`src/rtl/ha_serial_add_seq.sv`:
```
// Bit-serial WIDTH-bit adder built around one time-shared half-adder cell.
// Define HA_SEQ_SUB_EN to add the 'sub' port for subtraction (op_a - op_b).

module ha_serial_add_seq_ha (
  input  logic a_i,
  input  logic b_i,
  output logic sum_o,
  output logic carry_o
);
  assign sum_o   = a_i ^ b_i;
  assign carry_o = a_i & b_i;
endmodule

module ha_serial_add_seq #(
  parameter int unsigned WIDTH = 8
) (
  input  logic             clk,
  input  logic             rst_n,
  input  logic             start,
  input  logic [WIDTH-1:0] op_a,
  input  logic [WIDTH-1:0] op_b,
  input  logic             cin,
`ifdef HA_SEQ_SUB_EN
  input  logic             sub,
`endif
  output logic             ready,
  output logic             busy,
  output logic             done,
  output logic [WIDTH-1:0] result,
  output logic             cout
);

  localparam int unsigned IDXW = $clog2(WIDTH);

  typedef enum logic [1:0] {IDLE, P1, P2, FIN} state_t;

  state_t           state_q;
  logic [WIDTH-1:0] opa_q, opb_q, result_q;
  logic [IDXW-1:0]  idx_q;
  logic             carry_q, c1_q, part_q, cout_q;
  logic             ready_q, busy_q, done_q;

  logic ha_a, ha_b, ha_sum, ha_carry;
  logic carry_d;

  ha_serial_add_seq_ha u_ha (
    .a_i     (ha_a),
    .b_i     (ha_b),
    .sum_o   (ha_sum),
    .carry_o (ha_carry)
  );

  // P1 adds the operand bits; P2 folds in the running carry.
  always_comb begin
    ha_a = 1'b0;
    ha_b = 1'b0;
    if (state_q == P1) begin
      ha_a = opa_q[idx_q];
      ha_b = opb_q[idx_q];
    end else if (state_q == P2) begin
      ha_a = part_q;
      ha_b = carry_q;
    end
  end

  assign carry_d = c1_q | ha_carry;

  always_ff @(posedge clk or negedge rst_n) begin
    if (!rst_n) begin
      state_q  <= IDLE;
      opa_q    <= '0;
      opb_q    <= '0;
      result_q <= '0;
      idx_q    <= '0;
      carry_q  <= 1'b0;
      c1_q     <= 1'b0;
      part_q   <= 1'b0;
      cout_q   <= 1'b0;
      ready_q  <= 1'b1;
      busy_q   <= 1'b0;
      done_q   <= 1'b0;
    end else begin
      done_q <= 1'b0;
      case (state_q)
        IDLE: begin
          if (start) begin
            opa_q   <= op_a;
`ifdef HA_SEQ_SUB_EN
            opb_q   <= sub ? ~op_b : op_b;
            carry_q <= sub ? 1'b1 : cin;
`else
            opb_q   <= op_b;
            carry_q <= cin;
`endif
            idx_q   <= '0;
            state_q <= P1;
            ready_q <= 1'b0;
            busy_q  <= 1'b1;
          end
        end
        P1: begin
          part_q  <= ha_sum;
          c1_q    <= ha_carry;
          state_q <= P2;
        end
        P2: begin
          result_q[idx_q] <= ha_sum;
          carry_q         <= carry_d;
          if (idx_q == IDXW'(WIDTH - 1)) begin
            cout_q  <= carry_d;
            done_q  <= 1'b1;
            state_q <= FIN;
          end else begin
            idx_q   <= idx_q + 1'b1;
            state_q <= P1;
          end
        end
        FIN: begin
          state_q <= IDLE;
          busy_q  <= 1'b0;
          ready_q <= 1'b1;
        end
        default: state_q <= IDLE;
      endcase
    end
  end

  assign ready  = ready_q;
  assign busy   = busy_q;
  assign done   = done_q;
  assign result = result_q;
  assign cout   = cout_q;

endmodule

```
`config.mk`:
```
export PLATFORM = sky130hd
export DESIGN_NAME = ha_serial_add_seq
export DESIGN_NICKNAME = d
export VERILOG_FILES = /design/src/rtl/ha_serial_add_seq.sv
export SDC_FILE = /design/constraint.sdc
export NUM_CORES = 1
export LEC_CHECK = 0
export CORE_MARGIN = 3
export CORE_UTILIZATION = 45
export CTS_BUF_LIST = sky130_fd_sc_hd__clkbuf_8
export DETAILED_ROUTE_END_ITERATION = 10
export GPL_TIMING_DRIVEN = 0
export PLACE_DENSITY = 0.71
export SLEW_MARGIN = 20
export SYNTH_ARGS = -nofsm -noshare
export SYNTH_HDL_FRONTEND = slang
export SYNTH_SLANG_ARGS = --single-unit
export TNS_END_PERCENT = 20
```
`constraint.sdc`:
```
create_clock -name clk -period 2.59 [get_ports clk]
set_input_delay 0.3885 -clock clk [delete_from_list [all_inputs] [get_ports clk]]
set_output_delay 0.3885 -clock clk [all_outputs]
set_load 0.02 [all_outputs]
```
# ---- Word level (Yosys, flattened, before mapping)
# Cells that the tools add are included.
# W data, S select, Z words.
dict set report word_totals {
  regBits 36
  latch_bits 0
  ramBits 0
  romBits 0
  in_bits 20
  out_inout_bits 12
  wordCells 58
  memories 0
}
dict set report op_classes {
  addsub 1
  mul 0
  div_mod_pow 0
  magnitude_cmp 2
  eq_ne 6
  shifts 0
  mux 25
  n_bitwise 3
  reduce_logical 9
}
# operator n
set ops {}
lappend ops {{$mux W1} 12}
lappend ops {{$bwmux W8} 1}
lappend ops {{$pmux W2 S4} 1}
lappend ops {{$reduce_and A2 Y1} 4}
lappend ops {{$bmux W1 S3} 2}
lappend ops {{$mux W3} 2}
lappend ops {{$pmux W1 S2} 3}
lappend ops {{$pmux W3 S2} 1}
lappend ops {{$eq A2 B2 Y1 const B} 2}
lappend ops {{$lt A3 B4 Y1 const B} 1}
lappend ops {{$mux W2} 2}
lappend ops {{$ne A2 B2 Y1 const B} 2}
lappend ops {{$reduce_bool A2 Y1} 2}
lappend ops {{$add A3 B1 Y3 const B} 1}
lappend ops {{$demux W1 S3} 1}
lappend ops {{$eq A3 B3 Y1 const B} 1}
lappend ops {{$ge A3 B1 Y1 const B} 1}
lappend ops {{$reduce_and A3 Y1} 1}
lappend ops {{$eq A2 B1 Y1 const B} 1}
lappend ops {{$logic_not A2 Y1} 1}
lappend ops {{$and A1 B1 Y1} 1}
lappend ops {{$logic_and A1 B1 Y1} 1}
lappend ops {{$or A1 B1 Y1} 1}
lappend ops {{$xor A1 B1 Y1} 1}

# ---- Longest topological paths before layout
# Gate-level depths: netlist of run 1.
dict set report depth {
  depth_word 6
  depth_mapped 8
}

# ---- By module
# From an unflattened synthesis of run 1, not the netlist that was laid out.
dict set report hier_totals {
  cells_unflattened 127
  hier_area_um2 1660.3
}
# mod n_inst cells_per_inst area_per_inst_um2 seq_area_each_um2
set by_module_without_submodules {}
lappend by_module_without_submodules {ha_serial_add_seq 1 126 1647.8 902.1}
lappend by_module_without_submodules {ha_serial_add_seq_ha 1 1 12.5 0.0}

# ---- Worst setup path before layout of run 1
# No wires, ideal clock.
dict set report synth_timing {
  path_type {register to register}
  startpoint {reg idx_q[0]}
  endpoint {reg result_q[3], in the netlist result[3]}
  t_arrival_ps 1816
  required_time_ps 2465
  path_slack_ps 650
  path_stages_with_launch 7
  path_buffers 1
  path_cell_list {dfrtp_1 -> buf_6 -> mux2i_1 -> mux4_2 -> o21ai_1 -> ha_1 -> mux2_2}
}
dict set report synth_via {
  elab_chain_cells 5
}
# element line
set synth_lines {}
lappend synth_lines {{start: declaration} 39} ;# logic [IDXW-1:0] idx_q;
lappend synth_lines {{start signal: assignment} 114} ;# idx_q <= idx_q + 1'b1;
lappend synth_lines {{$bmux W1 S3, on equally long branches} {58, 59}}
lappend synth_lines {{$mux W1, on equally long branches} {58, 59}}
lappend synth_lines {{$mux W1} 57} ;# if (state_q == P1) begin
lappend synth_lines {{$xor A1 B1 Y1 *} 10} ;# assign sum_o = a_i ^ b_i;
lappend synth_lines {{via ha_sum} 43} ;# logic ha_a, ha_b, ha_sum, ha_carry;
lappend synth_lines {{$bwmux W8 *} 107} ;# result_q[idx_q] <= ha_sum;
lappend synth_lines {{end signal: indexed assignment} 107}
lappend synth_lines {{end: declaration} 38} ;# logic [WIDTH-1:0] opa_q, opb_q, result_q;
# The timed path passes the listed nets; every way through them passes the cells marked *. The select of a mux whose other input is x is not followed.
# A chain may end at the register's enable or synchronous reset.

# ---- Worst setup path after layout of run 1
dict set report layout_timing {
  startpoint {reg idx_q[0]}
  endpoint {reg result_q[5], in the netlist result[5]}
}
# The elaborated chain is that of the path after synthesis.

==> run_results.csv, run 1 <==
group,metric,value,unit
yosys,synth_seq_area_share,54.5,%
power,power.static_leakage,0.941,nW
finish,final.fill_count,298,
global_routing,antenna_found_initial,0,
global_routing,grt_use_total,15.5,%
finish,diodes,0,
placement,dp.cells,204,
setup_path,crit_path_start_kind,"register",
power,peakVddDrop,0.000471,V
yosys,ys_types,28,
yosys,synth_warnings,0,
placement,port_buffers,31,
timing,fin_crit_sh,82.1,%
finish,drive_gt1_share,25.9,%
power,cellPowerDensity,1080,nW/um2
global_routing,globalRouteOverflowTotal,0,
timing,fmax,0.470,GHz
floorplan,die_width,66.6,um
setup_path,cp-end-kind,"register",
timing,setup_tns,0,ps
clock_tree,htreeDepth,2,
global_routing,grt_max_degree,21,
clock_tree,clkSlewWorstSetupHoldPaths,70,ps
timing,rsz0062_at_grt,"false",
setup_path,critPathRequiredTime,2760,ps
power,total_power,2.29,mW
floorplan,coreArea,3440,um2
floorplan,dieHeight,66.6,um
floorplan,dieArea,4440,um2
clock_tree,cts.path.max_buffers,2,
yosys,postSynthAreaPerCell,13.1,um2
setup_path,timing.rr.start,"idx_q[0]",
placement,gp_congestion,0.736,
timing,period_minus_slack,2130,ps
clock_tree,cts_hold_buf,0,
finish,syn_to_final_growth,28.4,%
clock_tree,cts_made_buffers,5,
yosys,syn-cell-area,1650,um2
worst_hold_path,min_path_type,"input port to async pin",
setup_path,setup.worst_path.start,"idx_q[0]",
job,cap_violations,0,
timing,worst_pin_slew,443,ps
route,vias_per_cell,5.11,
clock_tree,clock_sinks,36,
global_routing,grt_pass1_vias,1121,
yosys,synth-seq-cells,36,
finish,nets,188,
timing,final-hold-violation-count,0,
clock_tree,cts_setup_buffers,0,
floorplan,placementRows,21,
setup_path,path_class,"register to register",
timing,fin_skew,5.43,ps
clock_tree,root_buffer,"clkbuf_8",
clock_tree,cts_resized,0,
timing,max_slew_margin,70.4,%
route,post_drt_wl_per_cell,13.9,um
finish,fin_util,61.7,%
route,drtAntennaViolNets,0,
route,drtIter0Drc,27,
route,vias,1084,
timing,final_max_slew_viol_count,0,
yosys,synth_nets,149,
route,drt_wl_total,2940,um
setup_path,arrival,2300,ps
timing,setup_violations,0,
clock_tree,clkLatencyLatePin,290,ps
floorplan,ios,32,
global_routing,grt_pass1_wl,5020,um
finish,stdcell_count,212,
route,dr.pass1.iters,4,
placement,dp_hpwl,2230,um
route,route.detailed.drc,0,
outcome,status,"complete, no violations",
clock_tree,cts_tree,"built",
setup_path,path_max_fanout,10,
yosys,netlist_instances,126,
floorplan,start_util,48.1,%
==> final cells by class <==
cell class,instances,area [um2],share of cell area [%]
Buffer,6,33.8,1.59
Timing Repair Buffer,32,333,15.7
Clock buffer,5,68.8,3.24
Clock inverter,3,11.3,0.530
Tap cell,46,57.6,2.71
Inverter,3,11.3,0.530
Multi-Input combinational cell,81,707,33.3
Sequential cell,36,902,42.5
==> critical path: stages, from the launching register on <==
cell and delay, ps:
dfrtp_1 460, buf_6 190, mux2i_1 120, mux4_2 480, o21ai_1 150, ha_1 330
mux2_2 290
==> flip-flops by register name (all words and copies together), names as in the netlist <==
register and count:
idx_q 3, busy 1, result 8, c1_q 1
state_q 2, opa_q 8, carry_q 1, ready 1
part_q 1, opb_q 8, done 1, cout 1
==> metal layers <==
metal | up-vias | wire, um | GRT usage [%]
met4 | 0 | 72 | 8.38
met5 | - | 0 | 0
met3 | 8 | 138 | 4.05
li1 | 528 | - | -
met2 | 27 | 1440 | 25.6
met1 | 521 | 1290 | 18.4
==> final timing paths <==
check	slack, ps	depth (start not counted)	to
setup / recovery	460	6	result[5]
hold / removal	30	1	result[7]
setup reg to reg	460	6	result[5]
hold reg to reg	500	2	cout
max in group asynchronous	2050	2	ready
min in group clk	500	2	cout
==> layout by cell type (no fill, tap or decap) <==
| master | count |
|---|---|
| buf_2 | 4 |
| mux4_2 | 2 |
| dfstp_2 | 1 |
| nand4_1 | 1 |
| nor3_1 | 1 |
| o21ai_0 | 2 |
| nand2_1 | 7 |
| buf_16 | 1 |
| nor3b_2 | 1 |
| ha_1 | 3 |
| a22o_1 | 4 |
| nand2b_1 | 2 |
| nor3b_1 | 2 |
| clkdlybuf4s50_1 | 30 |
| clkbuf_8 | 5 |
| mux2_2 | 27 |
| a21oi_1 | 2 |
| o21bai_1 | 1 |
| nand3b_1 | 4 |
| nor2b_1 | 2 |
| clkbuf_1 | 2 |
| buf_6 | 1 |
| mux2i_1 | 8 |
| nor2_1 | 6 |
| nor2_2 | 1 |
| o22ai_1 | 1 |
| o21a_1 | 1 |
| dfrtp_1 | 35 |
| nand3_1 | 1 |
| o21ai_1 | 2 |
| inv_1 | 6 |
==> where the power goes <==
part,switching (mW),internal [mW]
Combinational,0.445,0.541
Clock,0.187,0.179
Sequential,0.139,0.802
Total,0.771,1.52
==> kinds of logic after synthesis <==
logic type | synth area share (%)
muxes | 25.9
DFF | 54.5
and+or+nand+nor | 9.30
AOI/OAI and AO/OA | 5.22
buffers and inverters | 2.72
adders and majority gates | 2.27
==> Yosys cell counts (all sizes together) <==
library cell,instances,share of area [%]
dfstp,1,1.6
nor2b,2,0.76
o22ai,1,0.38
nand2,7,1.6
mux2,27,18
nor3,1,0.30
nand3,1,0.30
buf,4,1.6
a22o,4,2.1
dfrtp,35,53
nor2,7,1.7
o21bai,1,0.45
o21ai,4,1.2
o21a,1,0.45
nand2b,2,0.76
nand3b,4,1.8
nand4,1,0.38
mux4,2,2.7
ha,3,2.3
inv,3,0.68
a21oi,2,0.61
nor3b,3,1.7
mux2i,8,4.8
clkbuf,2,0.45
==> per-stage QoR <==
stage          cell area (um2)  hold WS (ps)  worst slack [ps]
6_report                  2120          28.5               464
5_1_grt                   2120          54.3               369
4_1_cts                   2120          37.2               449
3_5_place_dp              2040           344               468
3_3_place_gp              2020           459               405
2_1_floorplan             1650          92.9               650
Note: power is estimated with default switching activity, not from simulation.
==> run 2, diff against run 1 <==
PLACE_DENSITY = 0.74   (was 0.71)
clock period = 1.95 ns   (was 2.59 ns; I/O delays follow)
==> run 2 against run 1 <==
  * The run now ends with negative setup slack left
  * Cell count grew 0.47%
  * Via count grew 3.5%
  * Count of clock-buffer cells in the layout grew 2
  * Die area is the same
  * Power grew 41%
  * Critical path type unchanged
==> run_results.csv, run 2 (synthesized netlist as in run 1, its figures left out) <==
group,metric,value,unit
outcome,status,"complete, but fails checks",
outcome,violations,"negative setup slack",
route,vias_per_cell,5.27,
route,drtIter0Drc,67,
clock_tree,root_buffer,"clkbuf_8",
finish,final_cell_mix,"dfrtp_1 (34), clkdlybuf4s50_1 (30), mux2_2 (26)",
floorplan,dieHeight,66.6,um
global_routing,grt_pass1_wl,5160,um
setup_path,setup.worst_path.start,"idx_q[0]",
timing,setup_violations,9,
setup_path,path_max_fanout,10,
floorplan,dieArea,4440,um2
finish,drive_gt1_share,30.5,%
setup_path,r2r_slack,-50,ps
setup_path,path_class,"register to register",
floorplan,placementRows,21,
global_routing,grt_pass1_vias,1151,
setup_path,r2r_end,"result[7]",
setup_path,cp-end-kind,"register",
timing,fin_hold_ws,336,ps
floorplan,coreArea,3440,um2
clock_tree,cts_made_buffers,5,
setup_path,arrival,2180,ps
timing,final_max_slew_viol_count,0,
clock_tree,clkLatencyLatePin,290,ps
timing,fmax,0.499,GHz
finish,final.fill_count,283,
power,power.static_leakage,0.952,nW
floorplan,start_util,48.1,%
route,vias,1122,
setup_path,timing.rr.start,"idx_q[0]",
timing,setup_ws,-52.2,ps
clock_tree,cts.path.max_buffers,2,
route,drt_wl_total,3120,um
global_routing,globalRouteOverflowTotal,0,
floorplan,ios,32,
global_routing,grt_max_degree,36,
job,cap_violations,0,
placement,gp_congestion,0.808,
clock_tree,cts_tree,"built",
setup_path,critPathRequiredTime,2120,ps
finish,diodes,0,
clock_tree,htreeDepth,2,
timing,setup_tns,-399,ps
timing,worst_pin_slew,410,ps
clock_tree,clkSlewWorstSetupHoldPaths,70,ps
global_routing,grt_use_total,15.6,%
timing,max_slew_margin,72.6,%
power,peakVddDrop,0.000729,V
global_routing,antenna_found_initial,0,
placement,dp_hpwl,2210,um
power,cellPowerDensity,1490,nW/um2
timing,fin_crit_sh,103,%
clock_tree,clock_sinks,36,
floorplan,die_width,66.6,um
route,drtAntennaViolNets,0,
finish,nets,190,
finish,final_common_cell,"dfrtp_1",
setup_path,crit_path_end,"result[7]",
placement,port_buffers,31,
setup_path,reg2regPathDepth,6,
timing,period_minus_slack,2000,ps
timing,rsz0062_at_grt,"true",
worst_hold_path,min_path_type,"input port to async pin",
route,post_drt_wl_per_cell,14.6,um
timing,final-hold-violation-count,0,
route,route.detailed.drc,0,
route,dr.pass1.iters,6,
finish,syn_to_final_growth,31.8,%
timing,fin_skew,6.15,ps
setup_path,crit_path_start_kind,"register",
==> run 2: cell count changes in the layout (fill, tap and decap cells not counted), sizes merged <==
| cell | change |
|---|---|
| buf | +1 |
| inv | -3 |
| dlygate4sd3 | +1 |
| clkbuf | +2 |
==> run 2: routing by layer <==
metal	track usage [%]	vias to the layer above	part of all wire, %
li1	-	534	-
met1	17.8	546	43
met2	26.2	35	49
met3	4.38	7	5.4
met4	8.63	0	1.9
met5	0	-	0
==> run 2: how the worst min path moves through the flow <==
| stage | endpoint | depth (start not counted) | slack [ps] |
|---|---|---|---|
| floorplan | busy | 0 | -3 |
| global placement | cout | 2 | 460 |
| detailed placement | busy | 1 | 90 |
| CTS | busy | 2 | 340 |
| global route | busy | 2 | 330 |
| finish | busy | 2 | 340 |
==> run 2: timing repair <==
action	in CTS	in global routing
cloned	0	0
resized for setup	6	3
hold buffers	1	0
buffers inserted	1	0
pin swaps	1	0
endpoints found under the setup margin	10	10
endpoints found under the hold margin	35	0
==> run 2: final cells by class <==
class	instances	area [um2]	area share, %
flip-flops and latches	36	903	41.4
inverters	3	11.3	0.516
plain buffers	6	38.8	1.78
repair buffers	34	343	15.7
clock buffers	7	96.3	4.42
multi-input cells	81	731	33.5
well taps	46	57.6	2.64
==> run 2: critical path, stage by stage (launching register included) <==
cell	delay [ps]
dfrtp_2	430
buf_8	150
mux2i_1	110
mux4_2	490
o21ai_2	180
ha_4	250
mux2_2	270
==> run 2: stage by stage <==
step	setup WS, ps	util [%]	area (um2)	cells	power [mW]
after detailed placement	-184	59.2	2040	204	2.60
after global routing	-112	63.4	2180	213	3.46
final	-52.2	63.4	2180	213	3.24
after global placement	-156	58.7	2020	203	2.53
after floorplan	9.69	-	1650	126	2.18
after CTS	-47.7	63.1	2170	213	3.25
==> run 2: power breakdown <==
group / leakage, nW / internal (mW) / total (mW) / switching [mW]
Clock: 0.0503 / 0.315 / 0.569 / 0.254
Combinational: 0.456 / 0.782 / 1.42 / 0.638
Sequential: 0.446 / 1.07 / 1.26 / 0.188
